File: src/rtl/parity_frame_sequencer_pkg.sv
// parity_frame_sequencer_pkg: state encoding, default width and phase sequencing shared by the sequencer and its bench.
package parity_frame_sequencer_pkg;

    localparam int DEFAULT_DATA_W = 8;

    typedef enum logic [1:0] {
        ST_IDLE  = 2'd0,
        ST_SHIFT = 2'd1,
        ST_PAR   = 2'd2,
        ST_STOP  = 2'd3
    } state_t;

`ifdef STOP_BIT_EN
    localparam state_t ST_FINAL = ST_STOP;
`else
    localparam state_t ST_FINAL = ST_PAR;
`endif

    // Phase following a completed live bit; the final phase always returns to IDLE.
    function automatic state_t next_phase(state_t s, logic last_data);
        return (s == ST_SHIFT) ? (last_data ? ST_PAR : ST_SHIFT) :
               (s == ST_PAR && ST_FINAL == ST_STOP) ? ST_STOP : ST_IDLE;
    endfunction

endpackage

File: src/rtl/parity_accumulator.sv
// parity_accumulator: XOR register loaded with the parity seed on clr and folded with each enabled bit.
module parity_accumulator (
    input  logic clk,
    input  logic rst,
    input  logic clr,
    input  logic init,
    input  logic en,
    input  logic bit_in,
    output logic acc
);

    always_ff @(posedge clk) begin
        if (rst)
            acc <= 1'b0;
        else if (clr)
            acc <= init;
        else if (en)
            acc <= acc ^ bit_in;
    end

endmodule

File: src/rtl/parity_frame_sequencer.sv
// parity_frame_sequencer: frames a parallel word as LSB-first serial bits plus parity; defining STOP_BIT_EN
// appends a stop bit.
module parity_frame_sequencer
    import parity_frame_sequencer_pkg::*;
#(
    parameter int DATA_W     = DEFAULT_DATA_W,
    parameter bit ODD_PARITY = 1'b0
) (
    input  logic              clk,
    input  logic              rst,
    input  logic [DATA_W-1:0] data_in,
    input  logic              valid,
    output logic              ready,
    input  logic              hold,
    output logic              serial_out,
    output logic              serial_en,
    output logic              parity_bit,
    output logic              busy,
    output logic              done
);

    localparam int CNT_W = $clog2(DATA_W);

    state_t            state, state_n;
    logic [CNT_W-1:0]  bit_cnt, cnt_n;
    logic [DATA_W-1:0] sreg, sreg_n;
    logic              out_n, en_n, done_n;
    logic              accept, acc_en, acc, par_now, last_data, live;

    assign ready      = (state == ST_IDLE) & ~rst;
    assign busy       = state != ST_IDLE;
    assign parity_bit = acc;

    parity_accumulator u_acc (
        .clk    (clk),
        .rst    (rst),
        .clr    (accept),
        .init   (ODD_PARITY),
        .en     (acc_en),
        .bit_in (serial_out),
        .acc    (acc)
    );

    // state/bit_cnt/sreg name the slot shown this cycle; a slot only advances after it was live,
    // so a held slot is replayed with serial_en low until hold drops.
    always_comb begin
        accept    = valid & ready;
        acc_en    = serial_en & (state == ST_SHIFT);
        par_now   = acc ^ (acc_en & serial_out);
        last_data = bit_cnt == CNT_W'(DATA_W - 1);
        state_n   = state;
        cnt_n     = bit_cnt;
        sreg_n    = sreg;
        if (accept) begin
            state_n = ST_SHIFT;
            cnt_n   = '0;
            sreg_n  = data_in;
        end else if (state != ST_IDLE && serial_en) begin
            state_n = next_phase(state, last_data);
            if (state == ST_SHIFT && !last_data) begin
                cnt_n  = bit_cnt + CNT_W'(1);
                sreg_n = sreg >> 1;
            end
        end
        live   = (state_n != ST_IDLE) & (~hold | accept);
        en_n   = live;
        done_n = live & (state_n == ST_FINAL);
        out_n  = (state_n == ST_IDLE) ? 1'b0 :
                 !live                ? serial_out :
                 (state_n == ST_SHIFT) ? sreg_n[0] :
                 (state_n == ST_PAR)   ? par_now : 1'b1;
    end

    always_ff @(posedge clk) begin
        if (rst) begin
            state      <= ST_IDLE;
            bit_cnt    <= '0;
            sreg       <= '0;
            serial_out <= 1'b0;
            serial_en  <= 1'b0;
            done       <= 1'b0;
        end else begin
            state      <= state_n;
            bit_cnt    <= cnt_n;
            sreg       <= sreg_n;
            serial_out <= out_n;
            serial_en  <= en_n;
            done       <= done_n;
        end
    end

endmodule

File: config.mk
export PLATFORM = sky130hd
export DESIGN_NAME = parity_frame_sequencer
export DESIGN_NICKNAME = d
export VERILOG_FILES = /design/src/rtl/parity_frame_sequencer_pkg.sv /design/src/rtl/parity_accumulator.sv /design/src/rtl/parity_frame_sequencer.sv
export SDC_FILE = /design/constraint.sdc
export NUM_CORES = 1
export LEC_CHECK = 0
export ABC_AREA = 1
export BUFFER_PORTS_ARGS = -buffer_cell sky130_fd_sc_hd__buf_2
export CORE_UTILIZATION = 40
export DETAILED_ROUTE_END_ITERATION = 16
export SLEW_MARGIN = 20
export SYNTH_ARGS = -nofsm -noshare
export SYNTH_HDL_FRONTEND = slang
export SYNTH_SLANG_ARGS = --single-unit
File: constraint.sdc
create_clock -name clk -period 2.1 [get_ports clk]
set_input_delay 0.105 -clock clk [delete_from_list [all_inputs] [get_ports clk]]
set_output_delay 0.105 -clock clk [all_outputs]
set_load 0.02 [all_outputs]
==> metrics.md <==
| Metric | Value |
|---|---|
| Clock sink count | `17` |
| Yosys reg bits | `17` |
| Crit Path Class | `reg2reg` |
| Pwr Density | `644 nW/um^2` |
| Post-synthesis mux area share | `0%` |
| CTS resizes | `0` |
| Synth Area in Simple Gates | `approximately 35%` |
| Pleak | `0.426 nW` |
| GR Overflow Total | `0` |
| Post-Synth XOR/XNOR Area | `under 10%` |
| Setup crit end kind | `flip-flop` |
| Status | `finished clean` |
| Endpoints failing setup | `0` |
| Synth Instances | `106` |
| Root Buffer | `clkbuf_4` |
| Core Rows | `15` |
| Min-delay src | `data_in[1]` |
| RR Endpoint | `sreg[1]$_SDFFE_PP0P_` |
| Worst R2R Path Depth | `8` |
| Sequential area share after synthesis | `approximately 43%` |
| Avg WL per Cell | `between 9 and 10 um` |
| Layout cells sized above 1 | `23.0%` |
| Compound-Gate Fraction of Synth Area | `roughly 10%` |
| Fin nets | `between 100 and 150` |
| Inserted Diodes | `0` |
| Yosys warns | `0` |
| Global-route wire length before repair | `around 2.4 mm` |
| Final Hold Viols | `0` |
| Hold slack | `about 0.060 ns` |
| Vias in the first global route | `roughly 580` |
| Via density | `4.69` |
| Initial cell density of the core | `44.4%` |
| CP arrival | `1.79 ns` |
| Core area | `~1800 sq um` |
| DIE AREA | `around 2200 sq um` |
| Die Width | `between 40 and 50 um` |
| Hold Path Class | `in2reg` |
| Minimum clock period | `1.61 ns` |
| DP HPWL | `1.19 mm` |
| Max IR drop VDD | `0.370 mV` |
| Setup Fix Bufs, Post-CTS | `0` |
| Clock latency on the worst-skew pair | `0.28 ns` |
| CP startpoint kind | `flip-flop` |
| FF-to-FF Start | `bit_cnt[0]$_SDFFE_PP0P_` |
| CTS Buf Count | `3` |
| Peak Freq | `0.623 GHz` |
| Initial antenna violation count | `0` |
| Post-DP Area | `a little over 900 sq um` |
| Design Area, Final | `940 sq um` |
| DRC Markers | `0` |
| Largest family of logic cells by synthesized area | `simple AND/OR/NAND/NOR gates` |
| IO Port Bufs | `17` |
| Pin count of the biggest net entering global routing | `12` |
| Max Root-Sink Buffers | `2` |
| Setup slack, reg-to-reg | `0.49 ns` |
| Final wirelength | `approximately 1.5 mm` |
| DRT iter0 DRCs | `11` |
| Syn nets | `120` |
| Clock Skew | `0.00384 ns` |
| Hold bufs inserted after CTS | `0` |
| Period Utilization, post-route | `76.5%` |
| Setup TNS Final | `0 ns` |
| Netlist cell types | `23` |
| Max cap viols | `0` |
| GP Congestion | `0.780` |
| WHS Endpoint | `sreg[1]$_SDFFE_PP0P_` |
| Total power | `0.605 mW` |
| Total number of vias | `708` |
| Worst endpoint required time | `2.28 ns` |
| Post-synthesis adder-cell area fraction | `3.13%` |
| Worst hold stages | `3` |
| Final-report max-slew violation count | `0` |
| Die height | `46.7 um` |
| Mean cell area of the mapped netlist | `between 7 and 8 sq um` |
| RSZ-0062 raised after global routing | `false` |
| Drt pass-1 iters | `4` |
| GRT Resource Usage Total | `between 10% and 20%` |
| TritonCTS clock tree | `built` |
| Post-Syn Area | `800 sq um` |
| Relative slew margins | `82.4%` |
| Antenna-violating nets left | `0` |
| Area grow syn2layout | `17.5%` |
| CTS clk-pin slew, worst paths | `~0.10 ns` |
| Io pins | `18` |
| H-tree depth | `1` |
| Tightest Pin Transition | `0.264 ns` |
| Max FO, Critical Path | `8` |
[critical path: stages (launching register included)]
cell      delay, ns
dfxtp_1        0.34
ha_1           0.20
ha_1           0.23
inv_1          0.11
nand4_4        0.16
nand2_1        0.15
nor2_1         0.05
a221oi_1       0.21
nor2_1         0.06
[layer usage]
| layer | vias to the layer above | routed length (um) | global-route usage (%) |
|---|---|---|---|
| li1 | 384 | - | - |
| met1 | 308 | 732 | 22.0 |
| met2 | 14 | 705 | 22.2 |
| met3 | 2 | 57 | 2.35 |
| met4 | 0 | 10 | 6.86 |
| met5 | - | 0 | 0 |
[cell type report]
class	instances	area [sq um]
tap	25	31.3
fill	204	862
timing repair buffer	17	85.1
multi-input combinational	73	399
clock inverter	1	5.00
clock buffer	3	22.5
sequential	17	340
inverter	15	56.3
[per-stage QoR]
stage | setup WS [ns] | instances | util (%)
after floorplan | 0.633 | 106 | -
after global placement | 0.585 | 147 | 50.6
after detailed placement | 0.493 | 147 | 50.6
after CTS | 0.474 | 151 | 52.2
after global routing | 0.336 | 151 | 52.2
final | 0.494 | 151 | 52.2
[worst max path at each step]
stage | startpoint | endpoint | slack [ns]
4_1_cts | bit_cnt[0]$_SDFFE_PP0P_ | sreg[1]$_SDFFE_PP0P_ | 0.47
5_1_grt | bit_cnt[0]$_SDFFE_PP0P_ | sreg[1]$_SDFFE_PP0P_ | 0.34
2_1_floorplan | bit_cnt[0]$_SDFFE_PP0P_ | sreg[1]$_SDFFE_PP0P_ | 0.63
3_3_place_gp | bit_cnt[0]$_SDFFE_PP0P_ | sreg[1]$_SDFFE_PP0P_ | 0.58
3_5_place_dp | bit_cnt[0]$_SDFFE_PP0P_ | sreg[1]$_SDFFE_PP0P_ | 0.49
6_report | bit_cnt[0]$_SDFFE_PP0P_ | sreg[1]$_SDFFE_PP0P_ | 0.49
[sequential cells by signal, summed over array words and instances (netlist names)]
register / flops
bit_cnt: 3
done: 1
serial_en: 1
serial_out: 1
sreg: 8
state: 2
u_acc.acc: 1
[Yosys cell counts (all sizes together)]
cell type	count	area [sq um]
a21oi	5	25.0
a221oi	1	8.76
a31oi	4	25.0
clkbuf	1	3.75
dfxtp	17	340
ha	2	25.0
inv	15	56.3
nand2	32	120
nand3	6	60.1
nand4	2	27.5
nor2	14	62.6
nor4	1	6.26
o21ai	3	15.0
o221ai	1	8.76
or2	1	6.26
xnor2	1	8.76
[kinds of logic after synthesis]
group	after synthesis
buffers and inverters	16
AND/OR/NAND/NOR	56
adder cells (fa/ha/maj)	2
AO/OA/AOI/OAI	14
XOR/XNOR	1
flip-flops	17
[power breakdown]
| group | total, mW | internal [mW] | switching (mW) | leakage (nW) |
|---|---|---|---|---|
| sequential | 0.346 | 0.336 | 0.0106 | 0.138 |
| clock | 0.172 | 0.0707 | 0.101 | 0.0177 |
| combinational | 0.0875 | 0.0332 | 0.0543 | 0.270 |
| total | 0.605 | 0.440 | 0.166 | 0.426 |
[placed cells by master (no fill, tap or decap), drive strengths merged]
cell / Yosys / layout
buf: 0 / 17
ha: 2 / 2
xnor2: 1 / 1
a221oi: 1 / 1
a31oi: 4 / 4
inv: 15 / 15
nand2: 32 / 32
o221ai: 1 / 1
a21oi: 5 / 5
or2: 1 / 1
nand3: 6 / 6
dfxtp: 17 / 17
clkbuf: 1 / 3
nand4: 2 / 2
nor2: 14 / 14
clkinv: 0 / 1
o21ai: 3 / 3
nor4: 1 / 1
Note: power is estimated with default switching activity, not from simulation.
